$ cat src/rtl/div_sequencer_if.sv
// div_sequencer_if
// Handshake and result bundle between a divide requester (the pipeline) and
// the multi-cycle divider div_sequencer.
//
// Signals:
//   start       requester -> divider  begin a divide (sampled only when idle)
//   is_signed   requester -> divider  1 = DIV, 0 = DIVU
//   dividend    requester -> divider  32-bit dividend
//   divisor     requester -> divider  32-bit divisor
//   flush       requester -> divider  abort the operation in flight
//   busy        divider -> requester  high whenever the divider is not idle
//   done        divider -> requester  one-cycle pulse, results valid
//   quotient    divider -> requester  LO result
//   remainder   divider -> requester  HI result
//   div_by_zero divider -> requester  last completed op had a zero divisor
interface div_sequencer_if;
    logic        start;
    logic        is_signed;
    logic [31:0] dividend;
    logic [31:0] divisor;
    logic        flush;
    logic        busy;
    logic        done;
    logic [31:0] quotient;
    logic [31:0] remainder;
    logic        div_by_zero;

    modport master (
        output start, is_signed, dividend, divisor, flush,
        input  busy, done, quotient, remainder, div_by_zero
    );

    modport slave (
        input  start, is_signed, dividend, divisor, flush,
        output busy, done, quotient, remainder, div_by_zero
    );
endinterface

$ cat src/rtl/div_sequencer.sv
// substraction
// 32-bit subtractor computing a - b as a + ~b + 1.
//   a, b      in   operands
//   sum       out  a - b (mod 2^32)
//   cout      out  1 = no borrow (a >= b unsigned)
//   overflow  out  signed overflow of a - b
module substraction (
    input  logic [31:0] a,
    input  logic [31:0] b,
    output logic [31:0] sum,
    output logic        cout,
    output logic        overflow
);
    assign {cout, sum} = {1'b0, a} + {1'b0, ~b} + 33'd1;
    assign overflow    = (a[31] ^ b[31]) & (a[31] ^ sum[31]);
endmodule

// div_sequencer
// Multi-cycle restoring divider for MIPS DIV/DIVU. One quotient bit is
// produced per cycle; a single shared subtractor performs operand magnitude
// negation, the trial subtraction of each iteration and the final sign fix-up.
//   clk    in   clock, rising edge
//   rst_n  in   asynchronous active-low reset
//   bus    slave side of div_sequencer_if (start/operands/flush in,
//          busy/done/quotient/remainder/div_by_zero out)
// WIDTH must stay 32 to match the subtractor.
module div_sequencer #(
    parameter int              WIDTH    = 32,
    parameter logic [WIDTH-1:0] DBZ_QUOT = 32'hFFFF_FFFF
) (
    input  logic             clk,
    input  logic             rst_n,
    div_sequencer_if.slave   bus
);
    localparam int             CNT_W    = $clog2(WIDTH);
    localparam logic [CNT_W-1:0] CNT_LAST = CNT_W'(WIDTH - 1);

    typedef enum logic [2:0] {
        IDLE, NEG_A, NEG_B, ITER, FIX_Q, FIX_R, DONE
    } state_t;

    state_t           state, next_state;

    logic [WIDTH-1:0] dividend_reg, divisor_reg;
    logic             signed_reg, sign_q, sign_r;
    logic [WIDTH-1:0] q_reg, d_reg, r_reg;
    logic [CNT_W-1:0] cnt;
    logic [WIDTH-1:0] quotient_reg, remainder_reg;
    logic             dbz_reg;

    logic [WIDTH-1:0] sub_a, sub_b, sub_sum;
    logic             sub_cout;
    logic             sub_overflow_unused;

    logic [WIDTH:0]   rs;
    logic             take;

    logic             accept;

    substraction u_sub (
        .a        (sub_a),
        .b        (sub_b),
        .sum      (sub_sum),
        .cout     (sub_cout),
        .overflow (sub_overflow_unused)
    );

    // A request is only honoured in IDLE, and flush in the same cycle wins.
    assign accept = (state == IDLE) && bus.start && !bus.flush;

    // Partial remainder shifted left by one with the next dividend bit.
    // If the bit shifted out of R is set, rs exceeds 2^32 > D so the
    // subtraction is always taken regardless of the subtractor carry.
    assign rs   = {r_reg, q_reg[WIDTH-1]};
    assign take = rs[WIDTH] | sub_cout;

    // State register.
    always_ff @(posedge clk or negedge rst_n) begin
        if (!rst_n) begin
            state <= IDLE;
        end else begin
            state <= next_state;
        end
    end

    // Next-state logic; flush overrides every non-idle transition.
    always_comb begin
        next_state = state;
        case (state)
            IDLE:    if (accept) next_state = (bus.divisor == '0) ? DONE : NEG_A;
            NEG_A:   next_state = NEG_B;
            NEG_B:   next_state = ITER;
            ITER:    if (cnt == CNT_LAST) next_state = FIX_Q;
            FIX_Q:   next_state = FIX_R;
            FIX_R:   next_state = DONE;
            DONE:    next_state = IDLE;
            default: next_state = IDLE;
        endcase
        if (bus.flush && state != IDLE) begin
            next_state = IDLE;
        end
    end

    // Shared subtractor operand selection. Every use other than the
    // iteration is a negation (0 - x).
    always_comb begin
        sub_a = '0;
        sub_b = '0;
        case (state)
            NEG_A: sub_b = dividend_reg;
            NEG_B: sub_b = divisor_reg;
            ITER: begin
                sub_a = rs[WIDTH-1:0];
                sub_b = d_reg;
            end
            FIX_Q: sub_b = q_reg;
            FIX_R: sub_b = r_reg;
            default: begin
                sub_a = '0;
                sub_b = '0;
            end
        endcase
    end

    // Datapath registers. Result registers only load on the divide-by-zero
    // accept or when FIX_R really advances to DONE (not flushed).
    always_ff @(posedge clk or negedge rst_n) begin
        if (!rst_n) begin
            dividend_reg  <= '0;
            divisor_reg   <= '0;
            signed_reg    <= 1'b0;
            sign_q        <= 1'b0;
            sign_r        <= 1'b0;
            q_reg         <= '0;
            d_reg         <= '0;
            r_reg         <= '0;
            cnt           <= '0;
            quotient_reg  <= '0;
            remainder_reg <= '0;
            dbz_reg       <= 1'b0;
        end else begin
            case (state)
                IDLE: begin
                    if (accept) begin
                        if (bus.divisor == '0) begin
                            quotient_reg  <= DBZ_QUOT;
                            remainder_reg <= bus.dividend;
                            dbz_reg       <= 1'b1;
                        end else begin
                            dividend_reg <= bus.dividend;
                            divisor_reg  <= bus.divisor;
                            signed_reg   <= bus.is_signed;
                            sign_q       <= bus.is_signed & (bus.dividend[WIDTH-1] ^ bus.divisor[WIDTH-1]);
                            sign_r       <= bus.is_signed & bus.dividend[WIDTH-1];
                        end
                    end
                end
                NEG_A: begin
                    q_reg <= (signed_reg && dividend_reg[WIDTH-1]) ? sub_sum : dividend_reg;
                end
                NEG_B: begin
                    d_reg <= (signed_reg && divisor_reg[WIDTH-1]) ? sub_sum : divisor_reg;
                    r_reg <= '0;
                    cnt   <= '0;
                end
                ITER: begin
                    r_reg <= take ? sub_sum : rs[WIDTH-1:0];
                    q_reg <= {q_reg[WIDTH-2:0], take};
                    cnt   <= cnt + CNT_W'(1);
                end
                FIX_Q: begin
                    if (sign_q) q_reg <= sub_sum;
                end
                FIX_R: begin
                    if (sign_r) r_reg <= sub_sum;
                    if (!bus.flush) begin
                        quotient_reg  <= q_reg;
                        remainder_reg <= sign_r ? sub_sum : r_reg;
                        dbz_reg       <= 1'b0;
                    end
                end
                default: begin
                end
            endcase
        end
    end

    assign bus.busy        = (state != IDLE);
    assign bus.done        = (state == DONE);
    assign bus.quotient    = quotient_reg;
    assign bus.remainder   = remainder_reg;
    assign bus.div_by_zero = dbz_reg;
endmodule
$ cat src/flat_wrapper.sv
// flat-port wrapper written by rule: the top's interface ports become plain ports
module div_sequencer_flat 
#(
    parameter int              WIDTH    = 32,
    parameter logic [WIDTH-1:0] DBZ_QUOT = 32'hFFFF_FFFF
)
  (clk, rst_n, bus_start, bus_is_signed, bus_dividend, bus_divisor, bus_flush, bus_busy, bus_done, bus_quotient, bus_remainder, bus_div_by_zero);
  div_sequencer_if bus_i ();
  input  logic clk;
  input  logic rst_n;
  input wire logic [$bits(bus_i.start)-1:0] bus_start;
  input wire logic [$bits(bus_i.is_signed)-1:0] bus_is_signed;
  input wire logic [$bits(bus_i.dividend)-1:0] bus_dividend;
  input wire logic [$bits(bus_i.divisor)-1:0] bus_divisor;
  input wire logic [$bits(bus_i.flush)-1:0] bus_flush;
  output wire logic [$bits(bus_i.busy)-1:0] bus_busy;
  output wire logic [$bits(bus_i.done)-1:0] bus_done;
  output wire logic [$bits(bus_i.quotient)-1:0] bus_quotient;
  output wire logic [$bits(bus_i.remainder)-1:0] bus_remainder;
  output wire logic [$bits(bus_i.div_by_zero)-1:0] bus_div_by_zero;
  assign bus_i.start = bus_start;
  assign bus_i.is_signed = bus_is_signed;
  assign bus_i.dividend = bus_dividend;
  assign bus_i.divisor = bus_divisor;
  assign bus_i.flush = bus_flush;
  assign bus_busy = bus_i.busy;
  assign bus_done = bus_i.done;
  assign bus_quotient = bus_i.quotient;
  assign bus_remainder = bus_i.remainder;
  assign bus_div_by_zero = bus_i.div_by_zero;
  div_sequencer #(.WIDTH(WIDTH), .DBZ_QUOT(DBZ_QUOT)) u_core (.clk(clk), .rst_n(rst_n), .bus(bus_i));
endmodule
$ cat config.mk
export PLATFORM = sky130hd
export DESIGN_NAME = div_sequencer_flat
export DESIGN_NICKNAME = d
export VERILOG_FILES = /design/src/rtl/div_sequencer_if.sv /design/src/rtl/div_sequencer.sv /design/src/flat_wrapper.sv
export SDC_FILE = /design/constraint.sdc
export NUM_CORES = 1
export LEC_CHECK = 0
export CAP_MARGIN = 40
export CORE_MARGIN = 3
export CORE_UTILIZATION = 25
export CTS_CLUSTER_DIAMETER = 150
export DETAILED_ROUTE_END_ITERATION = 10
export SETUP_SLACK_MARGIN = 0.15
export SLEW_MARGIN = 20
export SYNTH_ARGS = -nofsm -noshare
export SYNTH_HDL_FRONTEND = slang
export SYNTH_HIERARCHICAL = 1
export SYNTH_SLANG_ARGS = --single-unit
$ cat constraint.sdc
create_clock -name clk -period 4.4 [get_ports clk]
set_clock_uncertainty 0.2 [all_clocks]
set_input_delay 1.32 -clock clk [delete_from_list [all_inputs] [get_ports clk]]
set_output_delay 1.32 -clock clk [all_outputs]
set_load 0.02 [all_outputs]
==> results.yml <==
cells_and_area:
  nets: 1898
  area_growth_syn_to_layout_pct: 33.1
  drive_above_1_share_pct: 18.5
  n_antenna_cell: 0
  fin_util_pct: 33.8
clock_tree:
  clk_latency_ps: 570
  htree_levels: 1
  numCtsBuffers: 27
  clockBufferDepth: 3
  cts_tree: "built"
  cts.sinks: 236
  cts_root_buffer: "clkbuf_16"
  clk_pin_slew_worst_paths_ps: 60
critical_path:
  r2r-start: "u_core/state[0]$_DFFE_PN0P_"
  crit_path_end_kind: "flip-flop"
  crit_type: "reg2reg"
  crit_start: "u_core/state[0]$_DFFE_PN0P_"
  startpoint_type: "flip-flop"
  worstPathRequired_ps: 4630
  arrival_ps: 4460
  cp_max_fo: 14
yosys:
  syn_area_mm2: 0.0144
  synth_cells: 1574
  avgSynthCellArea_um2: 9.15
  yosysWarnings: 6
  syn_nets: 1678
hold_path:
  min_path_type: "reg2reg"
  min_from: "u_core/cnt[4]$_DFFE_PN0P_"
sta:
  period_needed_ps: 4220
  hold_viol: 0
  slew_violations: 0
  finalSetupViolCount: 0
  timing.slew.headroom_pct: 42.6
  timing.fmax_mhz: 237
  setup_tns_ps: 0
  finalCritPeriodShare_pct: 96.0
  worst_pin_slew_ps: 861
  hold_ws_ps: 281
  rsz0062_at_grt: "yes"
global_route:
  gr-total-overflow: 0
  antenna_found_initial: 1
  grt_first_pass_wirelength_mm: 82.3
  grt_pass1_vias: 13700
  grt.total_usage_pct: 17.2
  grt_start_max_net_pins: 96
power_and_ir_drop:
  p_per_area_mw_per_mm2: 486
  p_total_mw: 9.31
  p_int_mw: 5.76
  ir_worst_vdd_mv: 0.308
  switching_power_mw: 3.55
  p_sw_share_pct: 38.1
  pwr-share-comb_pct: 39.2
  power.leakage_nw: 8.22
  clkPwrFrac_pct: 24.5
  p_seq_share_pct: 36.3
floorplan:
  design.portCount: 136
  fp-row-count: 87
  dieArea_mm2: 0.0605
  initial_utilization_pct: 25.4
  die_width_um: 246
  coreArea_mm2: 0.0567
  die_height_um: 246
routing:
  drtIter0Drc: 1532
  viasPerCell: 5.36
  routed_wl_mm: 54.2
  wl_per_cell_um: 21.1
  ant_nets: 0
  firstDrtPassIters: 7
  vias: 13800
  remaining_drc_errors: 0
placement:
  gp_congestion: 0.913
  post-dp-hpwl_mm: 38.2
  io_buffers: 135
run_status:
  outcome: "completed"
flow_run:
  maxCapViolations: 0
[area by class of cell]
type | instances | area [µm²]
fill | 5776 | 37500
multi-input combinational | 1127 | 7980
sequential | 236 | 5910
timing repair buffer | 324 | 3150
tap | 756 | 946
clock buffer | 41 | 838
inverter | 78 | 293
clock inverter | 9 | 52.6
[placed cells by master (no fill, tap or decap), types with 7 or more instances in the layout]
| cell | n |
|---|---|
| nand2_1 | 128 |
| o21ai_0 | 51 |
| o21ai_1 | 31 |
| clkbuf_16 | 31 |
| a21oi_2 | 7 |
| a21o_1 | 10 |
| a221o_1 | 32 |
| nor4_1 | 9 |
| a222oi_1 | 29 |
| dfrtp_1 | 234 |
| mux2_1 | 65 |
| ha_4 | 7 |
| buf_4 | 162 |
| a211oi_1 | 33 |
| o211ai_1 | 66 |
| nor2_1 | 151 |
| a21oi_1 | 94 |
| nand4_1 | 10 |
| ha_1 | 24 |
| a31oi_1 | 36 |
| xnor2_1 | 16 |
| nand3_1 | 15 |
| inv_1 | 77 |
| o21a_1 | 7 |
| nor3_1 | 36 |
| buf_12 | 15 |
| clkbuf_8 | 11 |
| clkinv_2 | 7 |
| clkdlybuf4s50_1 | 134 |
| mux2i_1 | 68 |
| xor2_1 | 8 |
| a22oi_1 | 30 |
| mux2_2 | 35 |
| and2_1 | 34 |
[per-stage QoR]
stage | setup slack [ps] | cells | cell area (µm²)
global route | 6.65 | 2571 | 19200
finish | 178 | 2571 | 19200
global placement | 133 | 2504 | 17700
CTS | 110 | 2564 | 18800
detailed placement | 69.3 | 2508 | 17800
floorplan | 71.2 | 1574 | 14500
[power groups by stage]
stage / combinational, mW / sequential (mW) / clock (mW)
floorplan: 2.19 / 3.09 / 0
global placement: 3.33 / 3.38 / 0
detailed placement: 3.43 / 3.39 / 0
CTS: 3.50 / 3.36 / 2.33
global route: 4.00 / 3.44 / 2.41
finish: 3.65 / 3.38 / 2.28
[per-layer routing]
layer	share of wire (%)	wire (µm)	up-vias	GRT usage [%]
li1	-	-	6196	-
met1	44	23600	6863	23.4
met2	47	25300	625	28.5
met3	6.9	3760	104	2.54
met4	2.7	1470	0	4.15
met5	0	0	-	0
[path summary, 6_finish.rpt]
check	endpoint	slack, ps	cells past startpoint
setup / recovery	u_core/r_reg[31]$_DFFE_PN0P_	180	17
hold / removal	u_core/cnt[4]$_DFFE_PN0P_	280	2
setup reg to reg	u_core/r_reg[31]$_DFFE_PN0P_	180	17
hold reg to reg	u_core/cnt[4]$_DFFE_PN0P_	280	2
max in group asynchronous	u_core/bus.remainder[1]$_DFFE_PN0P_	2500	2
min in group asynchronous	u_core/d_reg[25]$_DFFE_PN0N_	600	1
[timing repair]
| action | 4_1_cts | 5_1_grt |
|---|---|---|
| pin swaps | 1 | 13 |
| gates resized for setup | 6 | 51 |
| endpoints found under the hold margin | 0 | 0 |
| cloned | 2 | 4 |
| setup buffers | 4 | 3 |
| hold buffers | 0 | 0 |
| setup endpoints to repair | 34 | 56 |
[worst max-delay path: stages, from the launching register on]
cell and delay (ps):
dfrtp_2 470, and3b_4 280, clkbuf_16 180, buf_4 140
a221o_1 340, inv_1 60, ha_1 240, o21ai_0 220
buf_4 160, a31o_2 120, o41a_1 260, o21ai_2 80
a221o_1 340, nor2_4 220, o22ai_4 150, clkbuf_16 240
a222oi_1 300, inv_1 70
Power figures use the tool's default switching activity.
